File: src/rtl/wm_cycle_sequencer_pkg.sv
// Shared definitions for the wash-cycle sequencer: phase codes, duration
// width and the per-phase actuator decode.
package wm_pkg;

  localparam int unsigned PHASE_W = 3;
  localparam int unsigned DUR_W   = 5;

  typedef enum logic [PHASE_W-1:0] {
    PH_IDLE  = 3'd0,
    PH_FILL  = 3'd1,
    PH_WASH  = 3'd2,
    PH_DRAIN = 3'd3,
    PH_RINSE = 3'd4,
    PH_SPIN  = 3'd5,
    PH_DONE  = 3'd6
  } phase_e;

  typedef struct packed {
    logic valve_in;
    logic valve_out;
    logic motor;
    logic motor_fast;
  } act_t;

  localparam act_t ACT_NONE  = '{1'b0, 1'b0, 1'b0, 1'b0};
  localparam act_t ACT_FILL  = '{1'b1, 1'b0, 1'b0, 1'b0};
  localparam act_t ACT_WASH  = '{1'b0, 1'b0, 1'b1, 1'b0};
  localparam act_t ACT_DRAIN = '{1'b0, 1'b1, 1'b0, 1'b0};
  localparam act_t ACT_RINSE = '{1'b1, 1'b0, 1'b1, 1'b0};
  localparam act_t ACT_SPIN  = '{1'b0, 1'b1, 1'b1, 1'b1};

  // Actuator pattern for an unpaused, non-empty phase.
  function automatic act_t act_decode(phase_e ph);
    case (ph)
      PH_FILL:  return ACT_FILL;
      PH_WASH:  return ACT_WASH;
      PH_DRAIN: return ACT_DRAIN;
      PH_RINSE: return ACT_RINSE;
      PH_SPIN:  return ACT_SPIN;
      default:  return ACT_NONE;
    endcase
  endfunction

  // True for the timed phases FILL..SPIN.
  function automatic logic is_running(phase_e ph);
    return (ph >= PH_FILL) && (ph <= PH_SPIN);
  endfunction

endpackage

File: src/rtl/wm_cycle_sequencer_if.sv
// Control, preset and status signals between the controller and the sequencer.
interface wm_cycle_sequencer_if;
  import wm_pkg::*;

  logic             start;
  logic             pause;
  logic             abort;
  logic [DUR_W-1:0] wash_in;
  logic [DUR_W-1:0] rinse_in;
  logic [DUR_W-1:0] spin_in;
  logic [DUR_W-1:0] cloth_in;

  logic [PHASE_W-1:0] phase;
  logic [DUR_W-1:0]   remaining;
  logic               busy;
  logic               done;
  logic               valve_in;
  logic               valve_out;
  logic               motor;
  logic               motor_fast;

  modport master (
    output start, pause, abort, wash_in, rinse_in, spin_in, cloth_in,
    input  phase, remaining, busy, done, valve_in, valve_out, motor, motor_fast
  );

  modport slave (
    input  start, pause, abort, wash_in, rinse_in, spin_in, cloth_in,
    output phase, remaining, busy, done, valve_in, valve_out, motor, motor_fast
  );

endinterface

File: src/rtl/wm_tick_prescaler.sv
// Divides clk down to one time-unit tick every TICK_DIV enabled cycles.
module wm_tick_prescaler #(
  parameter int unsigned TICK_DIV = 4
) (
  input  logic clk,
  input  logic rst,
  input  logic en_i,
  input  logic clr_i,
  output logic tick_o
);

  localparam int unsigned CW = $clog2(TICK_DIV);

  logic [CW-1:0] cnt_q, cnt_d;

  // Tick on the last count of a unit while counting is enabled.
  assign tick_o = en_i && (cnt_q == CW'(TICK_DIV - 1));

  // Next count: clear wins, otherwise wrap after the tick.
  always_comb begin
    cnt_d = cnt_q;
    if (clr_i) begin
      cnt_d = '0;
    end else if (en_i) begin
      cnt_d = tick_o ? '0 : cnt_q + CW'(1);
    end
  end

  // Count register.
  always_ff @(posedge clk or posedge rst) begin
    if (rst) begin
      cnt_q <= '0;
    end else begin
      cnt_q <= cnt_d;
    end
  end

endmodule

File: src/rtl/wm_cycle_sequencer.sv
// Runs one wash programme FILL -> WASH -> DRAIN -> RINSE -> SPIN -> DONE from
// latched preset durations, with pause, abort-to-drain and actuator decode.
module wm_cycle_sequencer
  import wm_pkg::*;
#(
  parameter int unsigned TICK_DIV    = 4,
  parameter int unsigned DRAIN_UNITS = 2
) (
  input  logic                 clk,
  input  logic                 rst,
  wm_cycle_sequencer_if.slave  bus
);

  localparam logic [DUR_W-1:0] DRAIN_DUR = DUR_W'(DRAIN_UNITS);

  phase_e           phase_q, phase_d;
  logic [DUR_W-1:0] rem_q, rem_d;
  logic [DUR_W-1:0] wash_q, wash_d;
  logic [DUR_W-1:0] rinse_q, rinse_d;
  logic [DUR_W-1:0] spin_q, spin_d;
  logic             aborted_q, aborted_d;
  logic             busy_q, done_q;
  logic             load;
  logic             tick;
  logic             presc_en;
  act_t             act_c;

  assign presc_en = is_running(phase_q) && !bus.pause;

  wm_tick_prescaler #(.TICK_DIV(TICK_DIV)) u_prescaler (
    .clk    (clk),
    .rst    (rst),
    .en_i   (presc_en),
    .clr_i  (load),
    .tick_o (tick)
  );

  // Next phase, remaining units and latched presets; load marks a phase entry.
  always_comb begin
    phase_d   = phase_q;
    rem_d     = rem_q;
    wash_d    = wash_q;
    rinse_d   = rinse_q;
    spin_d    = spin_q;
    aborted_d = aborted_q;
    load      = 1'b0;
    case (phase_q)
      PH_IDLE: begin
        if (bus.start) begin
          wash_d  = bus.wash_in;
          rinse_d = bus.rinse_in;
          spin_d  = bus.spin_in;
          phase_d = PH_FILL;
          rem_d   = bus.cloth_in;
          load    = 1'b1;
        end
      end
      PH_FILL, PH_WASH, PH_DRAIN, PH_RINSE, PH_SPIN: begin
        if (bus.abort && !aborted_q) begin
          phase_d   = PH_DRAIN;
          rem_d     = DRAIN_DUR;
          aborted_d = 1'b1;
          load      = 1'b1;
        end else if (!bus.pause) begin
          // An empty phase advances after its single cycle.
          if ((rem_q == '0) || (tick && (rem_q == DUR_W'(1)))) begin
            load = 1'b1;
            case (phase_q)
              PH_FILL: begin
                phase_d = PH_WASH;
                rem_d   = wash_q;
              end
              PH_WASH: begin
                phase_d = PH_DRAIN;
                rem_d   = DRAIN_DUR;
              end
              PH_DRAIN: begin
                if (aborted_q) begin
                  phase_d   = PH_IDLE;
                  rem_d     = '0;
                  aborted_d = 1'b0;
                end else begin
                  phase_d = PH_RINSE;
                  rem_d   = rinse_q;
                end
              end
              PH_RINSE: begin
                phase_d = PH_SPIN;
                rem_d   = spin_q;
              end
              default: begin
                phase_d = PH_DONE;
                rem_d   = '0;
              end
            endcase
          end else if (tick) begin
            rem_d = rem_q - DUR_W'(1);
          end
        end
      end
      PH_DONE: begin
        phase_d = PH_IDLE;
        rem_d   = '0;
        load    = 1'b1;
      end
      default: begin
        phase_d   = PH_IDLE;
        rem_d     = '0;
        aborted_d = 1'b0;
        load      = 1'b1;
      end
    endcase
  end

  // Sequencer state and registered status flags.
  always_ff @(posedge clk or posedge rst) begin
    if (rst) begin
      phase_q   <= PH_IDLE;
      rem_q     <= '0;
      wash_q    <= '0;
      rinse_q   <= '0;
      spin_q    <= '0;
      aborted_q <= 1'b0;
      busy_q    <= 1'b0;
      done_q    <= 1'b0;
    end else begin
      phase_q   <= phase_d;
      rem_q     <= rem_d;
      wash_q    <= wash_d;
      rinse_q   <= rinse_d;
      spin_q    <= spin_d;
      aborted_q <= aborted_d;
      busy_q    <= is_running(phase_d);
      done_q    <= (phase_d == PH_DONE);
    end
  end

  // Actuators follow the phase directly; pause and empty phases keep them off.
  always_comb begin
    act_c = ACT_NONE;
    if (!bus.pause && (rem_q != '0)) begin
      act_c = act_decode(phase_q);
    end
  end

  assign bus.phase      = phase_q;
  assign bus.remaining  = rem_q;
  assign bus.busy       = busy_q;
  assign bus.done       = done_q;
  assign bus.valve_in   = act_c.valve_in;
  assign bus.valve_out  = act_c.valve_out;
  assign bus.motor      = act_c.motor;
  assign bus.motor_fast = act_c.motor_fast;

endmodule

File: src/flat_wrapper.sv
// flat-port wrapper written by rule: the top's interface ports become plain ports
module wm_cycle_sequencer_flat import wm_pkg::*;
#(
  parameter int unsigned TICK_DIV    = 4,
  parameter int unsigned DRAIN_UNITS = 2
)
  (clk, rst, bus_start, bus_pause, bus_abort, bus_wash_in, bus_rinse_in, bus_spin_in, bus_cloth_in, bus_phase, bus_remaining, bus_busy, bus_done, bus_valve_in, bus_valve_out, bus_motor, bus_motor_fast);
  wm_cycle_sequencer_if bus_i ();
  input  logic clk;
  input  logic rst;
  input wire logic [$bits(bus_i.start)-1:0] bus_start;
  input wire logic [$bits(bus_i.pause)-1:0] bus_pause;
  input wire logic [$bits(bus_i.abort)-1:0] bus_abort;
  input wire logic [$bits(bus_i.wash_in)-1:0] bus_wash_in;
  input wire logic [$bits(bus_i.rinse_in)-1:0] bus_rinse_in;
  input wire logic [$bits(bus_i.spin_in)-1:0] bus_spin_in;
  input wire logic [$bits(bus_i.cloth_in)-1:0] bus_cloth_in;
  output wire logic [$bits(bus_i.phase)-1:0] bus_phase;
  output wire logic [$bits(bus_i.remaining)-1:0] bus_remaining;
  output wire logic [$bits(bus_i.busy)-1:0] bus_busy;
  output wire logic [$bits(bus_i.done)-1:0] bus_done;
  output wire logic [$bits(bus_i.valve_in)-1:0] bus_valve_in;
  output wire logic [$bits(bus_i.valve_out)-1:0] bus_valve_out;
  output wire logic [$bits(bus_i.motor)-1:0] bus_motor;
  output wire logic [$bits(bus_i.motor_fast)-1:0] bus_motor_fast;
  assign bus_i.start = bus_start;
  assign bus_i.pause = bus_pause;
  assign bus_i.abort = bus_abort;
  assign bus_i.wash_in = bus_wash_in;
  assign bus_i.rinse_in = bus_rinse_in;
  assign bus_i.spin_in = bus_spin_in;
  assign bus_i.cloth_in = bus_cloth_in;
  assign bus_phase = bus_i.phase;
  assign bus_remaining = bus_i.remaining;
  assign bus_busy = bus_i.busy;
  assign bus_done = bus_i.done;
  assign bus_valve_in = bus_i.valve_in;
  assign bus_valve_out = bus_i.valve_out;
  assign bus_motor = bus_i.motor;
  assign bus_motor_fast = bus_i.motor_fast;
  wm_cycle_sequencer #(.TICK_DIV(TICK_DIV), .DRAIN_UNITS(DRAIN_UNITS)) u_core (.clk(clk), .rst(rst), .bus(bus_i));
endmodule
File: config.mk
export PLATFORM = sky130hd
export DESIGN_NAME = wm_cycle_sequencer_flat
export DESIGN_NICKNAME = d
export VERILOG_FILES = /design/src/rtl/wm_cycle_sequencer_pkg.sv /design/src/rtl/wm_cycle_sequencer_if.sv /design/src/rtl/wm_tick_prescaler.sv /design/src/rtl/wm_cycle_sequencer.sv /design/src/flat_wrapper.sv
export SDC_FILE = /design/constraint.sdc
export NUM_CORES = 1
export LEC_CHECK = 0
export CORE_MARGIN = 1
export CORE_UTILIZATION = 50
export DETAILED_ROUTE_END_ITERATION = 7
export DONT_BUFFER_PORTS = 1
export PLACE_DENSITY = 0.66
export SYNTH_ARGS = -nofsm -noshare
export SYNTH_HDL_FRONTEND = slang
export SYNTH_HIERARCHICAL = 1
export SYNTH_SLANG_ARGS = --single-unit
File: constraint.sdc
create_clock -name clk -period 3.34 [get_ports clk]
set_input_delay 1.002 -clock clk [delete_from_list [all_inputs] [get_ports clk]]
set_output_delay 1.002 -clock clk [all_outputs]
set_load 0.03 [all_outputs]
Word level (Yosys, flattened, before mapping)
Cells that the tools add are included.

$lt $le $gt $ge: 4. $add $sub $neg: 2. Reduce and logical (&&, ||, !) cells: 19. Bitwise logic cells: 1. Equality and inequality tests: 14. Mux-type cells: 30.

Operator list (number): $mux 5 (6); $pmux 4 s5 (1); $pmux 5 s4 (1); $mux 3 (5); $eq 3x3->1 const B (4); $pmux 3 s4 (1); $pmux 5 s2 (1); $mux 1 (8); $logic_and 1x1->1 (7); $eq 3x2->1 const B (2); $ge 3x1->1 const B (2); $le 3x3->1 const B (2); $mux 2 (3); $ne 3x1->1 const B (2); $pmux 3 s2 (1); $eq 5x1->1 const B (1); $logic_not 5->1 (1); $reduce_bool 5->1 (1); $reduce_or 5->1 (1); $sub 5x1->5 const B (1); $mux 4 (1); $ne 4x1->1 const B (1); $pmux 1 s2 (2); $reduce_and 4->1 (1); 13 further kinds (14).

Bits in registers: 28. Input port bits: 25. Output and inout bits: 14.

Depth between registers and ports, before layout
Depth after elaboration: 12. Gate-level depth with buffers: 11. Depth with buffers taken out: 9.

Hierarchy
The synthesis kept the hierarchy.

Modules (own cells, without submodules): wm_cycle_sequencer (instances 1, area an instance 1535.2 um^2, sequential area each 650.6 um^2, cells an instance 158); wm_tick_prescaler (instances 1, area an instance 110.1 um^2, sequential area each 50.0 um^2, cells an instance 10).

Worst setup path before layout
Ideal clock, no wire load.

Kind: register to register. Start point: register u_core.phase_q[2] (netlist: u_core/bus.phase[2]). End point: register u_core.busy_q (netlist: u_core/bus.busy). Stages on the path, launching flop included: 11. Path slack: 0.514 ns. Data required time: 3.216 ns. Data arrival time: 2.702 ns. Cells stage by stage: dfrtp_1 > clkbuf_1 > or3_1 > nand2_1 > nor2_1 > and2_1 > a21oi_1 > nor3_1 > a2111o_1 > and4b_1 > o31a_1.

Word-level cells in the longest chain between the ends: 12. Elaborated cells on any way between the ends: 23.

RTL lines: from (decl) (line wm_cycle_sequencer.sv:16) `phase_e phase_q, phase_d;`; from (signal assigned) (line wm_cycle_sequencer.sv:127) `phase_q <= phase_d;`; $ge 3x1->1 or $le 3x3->1 (tied branches) (line wm_cycle_sequencer_pkg.sv:46) `return (ph >= PH_FILL) && (ph <= PH_SPIN);`; $logic_and 1x1->1 (*) (line wm_cycle_sequencer_pkg.sv:46); $logic_and 1x1->1 (*) (line wm_cycle_sequencer.sv:28) `assign presc_en = is_running(phase_q) && !bus.pause;`; named net u_core.presc_en (line wm_cycle_sequencer.sv:25) `logic presc_en;`; $logic_and 1x1->1 (*) (line wm_tick_prescaler.sv:17) `assign tick_o = en_i && (cnt_q == CW'(TICK_DIV - 1));`; named net u_core.tick (line wm_cycle_sequencer.sv:24) `logic tick;`; $logic_and 1x1->1 (*) (line wm_cycle_sequencer.sv:66) `if ((rem_q == '0) || (tick && (rem_q == DUR_W'(1)))) begin`; $logic_or 1x1->1 (*) (line wm_cycle_sequencer.sv:66); $mux 3 (*) (line wm_cycle_sequencer.sv:66); $mux 3 (*) (line wm_cycle_sequencer.sv:64) `end else if (!bus.pause) begin`; $mux 3 (*) (line wm_cycle_sequencer.sv:59) `if (bus.abort && !aborted_q) begin`; $pmux 3 s2 (*) (line wm_cycle_sequencer.sv:47) `case (phase_q)`; named net u_core.phase_d[0] (line wm_cycle_sequencer.sv:16); $ge 3x1->1 or $le 3x3->1 (tied branches) (line wm_cycle_sequencer_pkg.sv:46); $logic_and 1x1->1 (*) (line wm_cycle_sequencer_pkg.sv:46); to (signal assigned) (line wm_cycle_sequencer.sv:133) `busy_q <= is_running(phase_d);`; to (decl) (line wm_cycle_sequencer.sv:22) `logic busy_q, done_q;`.

Mark *: on every way through the listed nets, which the timed path passes. The rest lies on a longest branch. A chain may end at the register's enable or synchronous reset.

Worst setup path after layout
Start point: register u_core.rem_q[0] (netlist: u_core/bus.remaining[0]). End point: output bus_valve_out.

Word-level cells in the longest chain between the ends: 3.

RTL lines: from (decl) (line wm_cycle_sequencer.sv:17) `logic [DUR_W-1:0] rem_q, rem_d;`; from (signal assigned) (line wm_cycle_sequencer.sv:128) `rem_q <= rem_d;`; $reduce_bool 5->1 (line wm_cycle_sequencer.sv:141) `if (!bus.pause && (rem_q != '0)) begin`; $logic_and 1x1->1 (line wm_cycle_sequencer.sv:141); $mux 4 (line wm_cycle_sequencer.sv:141); to (decl) (line flat_wrapper.sv:23) `output wire logic [$bits(bus_i.valve_out)-1:0] bus_valve_out;`.

No other way between the ends.

==> flow_summary.yaml <==
sta:
  min_period_ns: 3.10
  finalHoldViolCount: 0
  finalHoldWorstSlack_ns: 0.384
  fin_setup_tns_ns: 0
  grt_setup_unrepaired: "no"
  setup_viol: 0
  slew_viol_final: 0
  setup_slack_ns: 0.244
  finalClockSkew_ns: 0.00681
  slew_headroom_pct: 34.2
  fmax_ghz: 0.323
  finalCritPeriodShare_pct: 92.7
  tightest_slew_ns: 0.986
critical_path:
  critPathKind: "flip-flop to output port"
  critPathArrivalTime_ns: 2.09
  cp-end-kind: "output port"
  startpoint_type: "flip-flop"
  critPathRequiredTime_ns: 2.34
  path_max_fanout: 6
place:
  hpwlAfterDp_um: 2550
  gp_congestion: 0.832
  pre_cts_slack_ns: 0.586
  placed_area_um2: 1710
  dpl.cell_count: 209
  io_buffers: 0
clocking:
  worstSkewPairLatency_ns: 0.33
  post-cts-setup-buffers: 0
  post_cts_resized: 0
  clk_pin_slew_ns: 0.16
  cts_tree: "yes"
  cts.sinks: 28
  ctsHoldBuffers: 0
  cts-root-buf: "clkbuf_4"
  cts_buffer_depth: 2
  cts_max_level: 1
  numCtsBuffers: 3
detailed_routing:
  routed_wl_um: 3490
  drt_iter0_markers: 37
  drcViolationCount: 0
  dr.pass1.iters: 6
  vias: 1250
  wl_per_cell_um: 16.4
  ant_nets: 0
  viasPerCell: 5.87
final_layout:
  fin_cells: 213
  final_common_cell: "dfrtp_1"
  final_cell_mix: "dfrtp_1, nand2_1, mux2_2"
  area_growth_pct: 5.93
  nets: 199
  drive_gt1_share_pct: 18.9
  antennaDiodeCount: 0
  n_fill_cell: 305
  postLayoutCoreUtil_pct: 56.6
  fin_area_um2: 1740
logic_synthesis:
  synth_compound_area_share_pct: 18.8
  synth_top_family_by_area: "compound AO/OA/AOI/OAI gates"
  synth_edf_count: 0
  synth_top_area_share_pct: 42.6
  postSynthCellCount: 168
  synth_area_per_cell_um2: 9.79
  synthMuxAreaShare_pct: 11.5
  synth_fp_nets: 197
  ys_types: 43
  synth_seq_cells: 28
  yosys.area_share.simple_pct: 18.6
  yosys_most_used_dff: "dfrtp_1"
  yosysWarnings: 6
  ys_seq_area_share_pct: 42.6
  yosysTopAreaCell: "dfrtp_1"
  synth_area_leaders: "dfrtp_1, mux2_2, nand2_1"
  syn-cell-area_um2: 1650
  async_flop_share_pct: 100
  synth-xor-area-share_pct: 1.60
  synthAdderAreaFrac_pct: 3.04
grt:
  grt_antenna_before_repair: 0
  track_usage_pct: 21.5
  grt_max_degree: 27
  grt_pass1_wl_um: 5780
  overflow: 0
  grt_pass1_vias: 1276
outcome:
  status: "complete, no violations"
floorplan:
  fp-row-count: 20
  floorplan.initialDensity_pct: 53.5
  fp.dieH_um: 59.4
  core_area_um2: 3080
  die_area_um2: 3520
  die_x_um: 59.4
  num_io_pins: 39
hold_path:
  hold_path.class: "input port to async pin"
power:
  power_mw: 1.71
  ir_drop_mv: 0.412
  pwr_density_cell_nw_per_um2: 979
  p_leak_nw: 0.752
run:
  cap_violations: 0
-- power breakdown --
part	internal, mW	switching (mW)
registers	0.491	0.173
clock network	0.0667	0.101
logic	0.382	0.493
-- critical path, stage by stage (launching register included) --
cell and delay [ns]:
dfrtp_1 0.62, inv_1 0.12, ha_1 0.23, nor4b_1 0.16
nor2_1 0.23, nand2_1 0.11, a21oi_1 0.13, buf_4 0.18
-- layout make-up --
cell class / instances / area [um^2] / area share, %
multi-input combinational: 124 / 880 / 50.5
sequential: 28 / 701 / 40.2
tap: 44 / 55.1 / 3.16
timing repair buffer: 6 / 45.0 / 2.58
clock buffer: 4 / 36.3 / 2.08
inverter: 7 / 26.3 / 1.51
-- cell usage after synthesis (2+ instances only) --
library cell,instances
and2_1,2
inv_1,7
o21ai_0,6
o211ai_1,4
a32oi_1,4
nor3_1,3
mux2_2,15
a22oi_1,5
nor2_1,13
clkbuf_1,5
or2_2,3
nand2_1,18
a21oi_1,9
a21o_1,2
nand2b_1,3
xnor2_1,3
buf_2,4
ha_1,4
dfrtp_1,28
nor2b_1,4
nor3b_1,2
or3_1,2
mux2i_1,2
-- state kept, by name, indices dropped and copies added (netlist names) --
signal / flops
u_core/rinse_q: 5
u_core/aborted_q: 1
u_core/wash_q: 5
u_core/spin_q: 5
u_core/u_prescaler/cnt_q: 2
u_core/bus.done: 1
u_core/bus.phase: 3
u_core/bus.busy: 1
u_core/bus.remaining: 5
-- worst paths after layout --
path	from	to	slack, ns	depth (start not counted)
min in group clk	u_core/rinse_q[1]	u_core/rinse_q[1]	0.53	1
max in group asynchronous	rst	u_core/bus.phase[2]	1.96	1
hold / removal	rst	u_core/u_prescaler/cnt_q[1]	0.38	1
setup / recovery	u_core/bus.remaining[0]	bus_valve_out	0.24	7
hold reg to reg	u_core/rinse_q[1]	u_core/rinse_q[1]	0.53	1
setup reg to reg	u_core/bus.phase[2]	u_core/bus.busy	0.54	9
-- layer usage --
layer  vias to the layer above  routed length, um  track usage [%]
li1                        604                  -                -
met1                       620               1620             28.4
met2                        24               1690             35.8
met3                         2                164             4.37
met4                         0                 20             5.78
met5                         -                  0                0
-- cells by family (layout without fill, tap and decap cells) --
kind of cell / after synthesis / count (layout)
and+or+nand+nor: 57 / 57
AOI/OAI and AO/OA: 43 / 43
DFF: 28 / 28
muxes: 17 / 17
buffers and inverters: 16 / 17
adders and majority gates: 4 / 4
xor gates and xnor gates: 3 / 3
Power figures use the tool's default switching activity.
